### src/rtl/pipe_pkg.sv
// Shared definitions for the handshaked inter-stage pipeline registers.
// Holds the stage state encoding (doubling as the occupancy count), the
// bubble control value, per-boundary default field widths and a helper
// that maps a stage state to its entry count.
package pipe_pkg;

    // Encoding equals the number of held entries: EMPTY=0, BUSY=1, FULL=2.
    typedef enum logic [1:0] {
        STAGE_EMPTY = 2'd0,
        STAGE_BUSY  = 2'd1,
        STAGE_FULL  = 2'd2
    } stage_state_e;

    // Widest control field any stage may use; the bubble is sliced from this.
    localparam int CTRL_MAX_W = 64;
    localparam logic [CTRL_MAX_W-1:0] CTRL_BUBBLE = 64'd0;

    // Default field widths per pipeline boundary.
    localparam int IF_ID_CTRL_W  = 1;
    localparam int IF_ID_DATA_W  = 64;
    localparam int ID_EX_CTRL_W  = 9;
    localparam int ID_EX_DATA_W  = 89;
    localparam int EX_MEM_CTRL_W = 5;
    localparam int EX_MEM_DATA_W = 70;
    localparam int MEM_WB_CTRL_W = 2;
    localparam int MEM_WB_DATA_W = 69;

    // Number of entries held in a given stage state.
    function automatic logic [1:0] state_occupancy(input stage_state_e s);
        logic [1:0] occ;
        case (s)
            STAGE_EMPTY: occ = 2'd0;
            STAGE_BUSY:  occ = 2'd1;
            STAGE_FULL:  occ = 2'd2;
            default:     occ = 2'd0;
        endcase
        return occ;
    endfunction

endpackage

### src/rtl/sat_counter.sv
// Saturating up-counter with synchronous clear.
// Ports:
//   clk    - clock, rising edge
//   clear  - synchronous clear to zero (highest priority)
//   inc    - increment request; ignored once the counter is at all-ones
//   count  - current count
module sat_counter #(
    parameter int CNT_W = 16
) (
    input  logic             clk,
    input  logic             clear,
    input  logic             inc,
    output logic [CNT_W-1:0] count
);

    localparam logic [CNT_W-1:0] CNT_MAX  = {CNT_W{1'b1}};
    localparam logic [CNT_W-1:0] CNT_ONE  = {{(CNT_W-1){1'b0}}, 1'b1};
    localparam logic [CNT_W-1:0] CNT_ZERO = {CNT_W{1'b0}};

    logic [CNT_W-1:0] count_q;
    logic [CNT_W-1:0] count_d;

    // Next count: hold at the maximum instead of wrapping.
    always_comb begin
        count_d = count_q;
        if (inc && (count_q != CNT_MAX)) begin
            count_d = count_q + CNT_ONE;
        end else begin
            count_d = count_q;
        end
    end

    // Count register with synchronous clear.
    always_ff @(posedge clk) begin
        if (clear) begin
            count_q <= CNT_ZERO;
        end else begin
            count_q <= count_d;
        end
    end

    assign count = count_q;

endmodule

### src/rtl/pipe_stage_hs.sv
// Valid/ready pipeline register between CPU stages with optional two-entry
// skid buffer, bubble-inserting flush and a saturating back-pressure counter.
// Ports:
//   CLK, Reset          - clock and synchronous active-high reset
//   flush               - drop all held entries; next cycle is a bubble
//   in_valid/in_ready   - upstream handshake; in_ctrl/in_data payload
//   out_valid/out_ready - downstream handshake; out_ctrl/out_data payload
//   out_ctrl            - zero whenever out_valid is low (a NOP downstream)
//   out_data            - keeps its last value while invalid
//   stall_cnt           - cycles with out_valid & !out_ready, saturating
//   occupancy           - number of held entries (0..2)
module pipe_stage_hs
    import pipe_pkg::*;
#(
    parameter int CTRL_W = 9,
    parameter int DATA_W = 89,
    parameter int SKID   = 1,
    parameter int CNT_W  = 16
) (
    input  logic              CLK,
    input  logic              Reset,
    input  logic              flush,
    input  logic              in_valid,
    output logic              in_ready,
    input  logic [CTRL_W-1:0] in_ctrl,
    input  logic [DATA_W-1:0] in_data,
    output logic              out_valid,
    input  logic              out_ready,
    output logic [CTRL_W-1:0] out_ctrl,
    output logic [DATA_W-1:0] out_data,
    output logic [CNT_W-1:0]  stall_cnt,
    output logic [1:0]        occupancy
);

    localparam logic [CTRL_W-1:0] BUBBLE    = CTRL_BUBBLE[CTRL_W-1:0];
    localparam logic [DATA_W-1:0] DATA_ZERO = {DATA_W{1'b0}};

    stage_state_e      state_q, state_d;
    logic [CTRL_W-1:0] main_ctrl_q, main_ctrl_d;
    logic [DATA_W-1:0] main_data_q, main_data_d;
    logic [CTRL_W-1:0] skid_ctrl_q, skid_ctrl_d;
    logic [DATA_W-1:0] skid_data_q, skid_data_d;
    logic              in_ready_q, in_ready_d;
    logic              out_valid_q, out_valid_d;
    logic [1:0]        occupancy_q, occupancy_d;
    logic              in_fire_s;
    logic              out_fire_s;

    // With the skid buffer the ready path comes straight from a flop; without
    // it, a full stage may still accept when downstream drains this cycle.
    assign in_ready   = ~Reset & ((SKID != 32'sd0) ? in_ready_q : (~out_valid_q | out_ready));
    assign in_fire_s  = in_valid & in_ready;
    assign out_fire_s = out_valid_q & out_ready;

    // Next-state and storage update; main_ctrl is forced to the bubble value
    // whenever the stage goes empty so out_ctrl needs no output gating.
    always_comb begin
        state_d     = state_q;
        main_ctrl_d = main_ctrl_q;
        main_data_d = main_data_q;
        skid_ctrl_d = skid_ctrl_q;
        skid_data_d = skid_data_q;
        if (flush) begin
            state_d     = STAGE_EMPTY;
            main_ctrl_d = BUBBLE;
            skid_ctrl_d = BUBBLE;
            skid_data_d = DATA_ZERO;
        end else begin
            case (state_q)
                STAGE_EMPTY: begin
                    if (in_fire_s) begin
                        state_d     = STAGE_BUSY;
                        main_ctrl_d = in_ctrl;
                        main_data_d = in_data;
                    end else begin
                        state_d = STAGE_EMPTY;
                    end
                end
                STAGE_BUSY: begin
                    if (in_fire_s && (out_fire_s || (SKID == 32'sd0))) begin
                        state_d     = STAGE_BUSY;
                        main_ctrl_d = in_ctrl;
                        main_data_d = in_data;
                    end else if (in_fire_s) begin
                        state_d     = STAGE_FULL;
                        skid_ctrl_d = in_ctrl;
                        skid_data_d = in_data;
                    end else if (out_fire_s) begin
                        state_d     = STAGE_EMPTY;
                        main_ctrl_d = BUBBLE;
                    end else begin
                        state_d = STAGE_BUSY;
                    end
                end
                STAGE_FULL: begin
                    if (out_fire_s) begin
                        state_d     = STAGE_BUSY;
                        main_ctrl_d = skid_ctrl_q;
                        main_data_d = skid_data_q;
                        skid_ctrl_d = BUBBLE;
                        skid_data_d = DATA_ZERO;
                    end else begin
                        state_d = STAGE_FULL;
                    end
                end
                default: begin
                    state_d     = STAGE_EMPTY;
                    main_ctrl_d = BUBBLE;
                end
            endcase
        end
        in_ready_d  = (state_d != STAGE_FULL);
        out_valid_d = (state_d != STAGE_EMPTY);
        occupancy_d = state_occupancy(state_d);
    end

    // Stage state and storage registers with synchronous reset.
    always_ff @(posedge CLK) begin
        if (Reset) begin
            state_q     <= STAGE_EMPTY;
            main_ctrl_q <= BUBBLE;
            main_data_q <= DATA_ZERO;
            skid_ctrl_q <= BUBBLE;
            skid_data_q <= DATA_ZERO;
            in_ready_q  <= 1'b1;
            out_valid_q <= 1'b0;
            occupancy_q <= 2'd0;
        end else begin
            state_q     <= state_d;
            main_ctrl_q <= main_ctrl_d;
            main_data_q <= main_data_d;
            skid_ctrl_q <= skid_ctrl_d;
            skid_data_q <= skid_data_d;
            in_ready_q  <= in_ready_d;
            out_valid_q <= out_valid_d;
            occupancy_q <= occupancy_d;
        end
    end

    sat_counter #(
        .CNT_W (CNT_W)
    ) u_stall_cnt (
        .clk   (CLK),
        .clear (Reset),
        .inc   (out_valid_q & ~out_ready),
        .count (stall_cnt)
    );

    assign out_valid = out_valid_q;
    assign out_ctrl  = main_ctrl_q;
    assign out_data  = main_data_q;
    assign occupancy = occupancy_q;

endmodule

### config.mk
export PLATFORM = sky130hd
export DESIGN_NAME = pipe_stage_hs
export DESIGN_NICKNAME = d
export VERILOG_FILES = /design/src/rtl/pipe_pkg.sv /design/src/rtl/sat_counter.sv /design/src/rtl/pipe_stage_hs.sv
export SDC_FILE = /design/constraint.sdc
export NUM_CORES = 1
export LEC_CHECK = 0
export ABC_AREA = 1
export CORE_AREA = 4 4 168 170
export CTS_CLUSTER_DIAMETER = 100
export DETAILED_ROUTE_END_ITERATION = 7
export DIE_AREA = 0 0 172 174
export HOLD_SLACK_MARGIN = 0.03
export PLACE_DENSITY = 0.58
export SLEW_MARGIN = 20
export SYNTH_ARGS = -nofsm -noshare
export SYNTH_HDL_FRONTEND = slang
export SYNTH_SLANG_ARGS = --single-unit
### constraint.sdc
create_clock -name CLK -period 1.6 [get_ports CLK]
set_input_delay 0.32 -clock CLK [delete_from_list [all_inputs] [get_ports CLK]]
set_output_delay 0.32 -clock CLK [all_outputs]
set_load 0.005 [all_outputs]
==> summary.txt <==
Global route
  – Vias in the first global route: 8,664
  – Most Used Layer, Global Route: met2
  – Met3 Use GR: 3.53%
  – Initial antenna violation count: 0
  – M2 GR Usage: 29.1%
  – Met1 GRT Util: 23.5%
  – Global-route wire length before repair: 44,100 microns
  – Global Route Usage Sum: 17.6%
  – GRT Residual Overflow: 0
  – Largest net degree at the start of global routing: 67

Drt
  – WL per Instance: 14.0 microns
  – DRC: 0
  – Via count: 9,145
  – Total Wirelength: 27,500 microns
  – 1st-iter DRT viols: 473
  – Avg Vias per Cell: 4.66
  – Final ANT Viol Nets: 0
  – DRT Pass-1 Iters: 4

Finish
  – Final layout net count: 1,709
  – Commonest non-fill, non-tap cells in the layout: nand2_1, nor2_1, dfxtp_1
  – Multi-input logic area: 0.00418 sq mm
  – Register area: 0.00439 sq mm
  – Share of cells above drive strength 1: 10.6%
  – FILL cells: 2,730
  – Filler-free cell count of the finished design: 1,963
  – Area Overhead vs Synth: 41.2%
  – Ant. Diodes: 0
  – Most common cell after layout, fill and taps aside: nand2_1
  – Finished Core Util: 48.9%

Timing
  – WHS: 439 ps
  – Max-slew headroom: 76.3%
  – Peak Freq: 643 MHz
  – Slew Viols, Final: 0
  – Worst slew pin tran: 352 ps
  – # setup viols final: 0
  – RSZ-0062 raised after global routing: yes
  – Worst Clk Skew: 10.6 ps
  – Final Cycle Share: 97.2%
  – Fin crit period: 1560 ps
  – Slack of the critical path: 44.4 ps
  – Setup_tns: 0 ps
  – Endpoints failing hold: 0

Die
  – Initial Util: 34.6%
  – DIE AREA: 0.0299 sq mm
  – Die height: 174 microns
  – Placement Rows: 60
  – Die width: 172 microns
  – # IOs: 221
  – Core ar.: 0.0267 sq mm

Clocking
  – Total clock sinks: 218
  – CTS root buf: clkbuf_16
  – Clk Latency, worst-skew pair: 510 ps
  – Num CTS Buffers: 26
  – Clock transition at path regs: 60 ps
  – CTS tree: yes
  – H-Tree Depth: 1
  – Clock Tree Buf Depth: 3
  – Post-CTS Hold Fix Bufs: 0

Logic synthesis
  – Seq cells post-synth: 218
  – Register area share after synthesis: 47.2%
  – Synth Area per Inst: 6.76 sq um
  – Post-Syn Nets: 1,474
  – Synth Cell Area: 0.00926 sq mm
  – YS warnings: 0
  – Library cells used by synthesis: 27
  – Cells after Synth: 1,370

Setup path
  – CP Class: reg -> out
  – Crit path DAT: 1240 ps
  – Crit end category: primary output
  – CP Max Fanout: 5
  – Setup crit start kind: flip-flop
  – WP data required: 1280 ps

Status
  – Status: finished, final reports clean

Hold path
  – Hold Path Class: reg -> reg

Placement
  – Placed cells: 1,917
  – GPL Wtd Cong: 0.831
  – Setup WS pre-CTS: -402 ps
  – IO buf count: 220
  – Detail Placement HPWL: 18,300 microns

Power
  – Leakage: 0.00586 uW
  – Max VDD drop: 516 uV
  – Power Dens Cells: 954 mW/mm^2

Run
  – Max-cap violation count: 0
worst paths after layout:
| kind | startpoint | endpoint | slack, ps | cells after the start |
|---|---|---|---|---|
| worst max register to register | state_q[1] | skid_data_q[4] | 60 | 8 |
| worst min register to register | out_data[27] | out_data[27] | 440 | 2 |
| worst max-delay path | u_stall_cnt.count[11] | stall_cnt[11] | 40 | 2 |
| worst min-delay path | out_data[27] | out_data[27] | 440 | 2 |
power by group:
part,switching [uW],internal (uW)
Sequential,77.0,5580
Combinational,594,598
Clock,2200,3410
Total,2870,9600
per-layer routing:
| layer | wire length, microns | vias up |
|---|---|---|
| li1 | - | 4761 |
| met2 | 12400 | 216 |
| met1 | 12800 | 4126 |
| met3 | 1530 | 42 |
| met4 | 671 | 0 |
| met5 | 0 | - |
critical path: stages, from the launching register on:
cell and delay [ps]:
dfxtp_1 310, buf_4 150, dlygate4sd2_1 260
registers in the layout, summed over array words and instances (netlist names):
name	cells
out_data	89
skid_data_q	89
u_stall_cnt.count	16
out_ctrl	9
skid_ctrl_q	9
occupancy	2
state_q	2
in_ready_q	1
out_valid	1
cell type report:
cell class | instances | area share, %
clock inverter | 6 | 0.421
timing repair buffer | 292 | 21.6
multi-input combinational | 953 | 32.0
tap | 341 | 3.26
inverter | 114 | 3.32
clock buffer | 39 | 5.82
sequential | 218 | 33.6
Yosys cell counts:
master | count | area share (%)
clkinv_1 | 1 | 0.041
buf_2 | 14 | 0.76
clkbuf_1 | 62 | 2.5
nor3_1 | 1 | 0.054
nor2_2 | 1 | 0.068
buf_6 | 5 | 0.61
a21oi_2 | 10 | 0.95
a21oi_1 | 200 | 11
buf_1 | 4 | 0.16
nor2_1 | 227 | 9.2
inv_2 | 3 | 0.12
xor2_1 | 2 | 0.19
a21boi_0 | 1 | 0.081
o21ai_1 | 2 | 0.11
or2_1 | 1 | 0.068
xnor2_1 | 4 | 0.38
dfxtp_1 | 218 | 47
nand2_1 | 394 | 16
nand2_2 | 1 | 0.068
nand4_1 | 2 | 0.14
nand3_1 | 9 | 0.49
inv_4 | 1 | 0.068
nand3_2 | 1 | 0.11
o21ai_0 | 95 | 5.1
nand3_4 | 1 | 0.19
inv_1 | 109 | 4.4
ha_1 | 1 | 0.14
through the flow:
step | total power (uW) | cell area [sq um]
3_5_place_dp | 7070 | 12300
4_1_cts | 12700 | 13000
6_report | 12500 | 13100
3_3_place_gp | 7070 | 12300
5_1_grt | 13000 | 13100
2_1_floorplan | 6280 | 9260
repair_timing:
item | 4_1_cts | 5_1_grt
endpoints found under the setup margin | 118 | 141
setup buffers | 0 | 1
gates resized for setup | 141 | 27
logic make-up after synthesis:
kind of cell,synth area share [%]
AO/OA/AOI/OAI,17.1
XOR/XNOR,0.568
adder cells (fa/ha/maj),0.135
buffers and inverters,8.69
flip-flops,47.2
AND/OR/NAND/NOR,26.4
No activity file was read; power rests on OpenSTA's default activity.
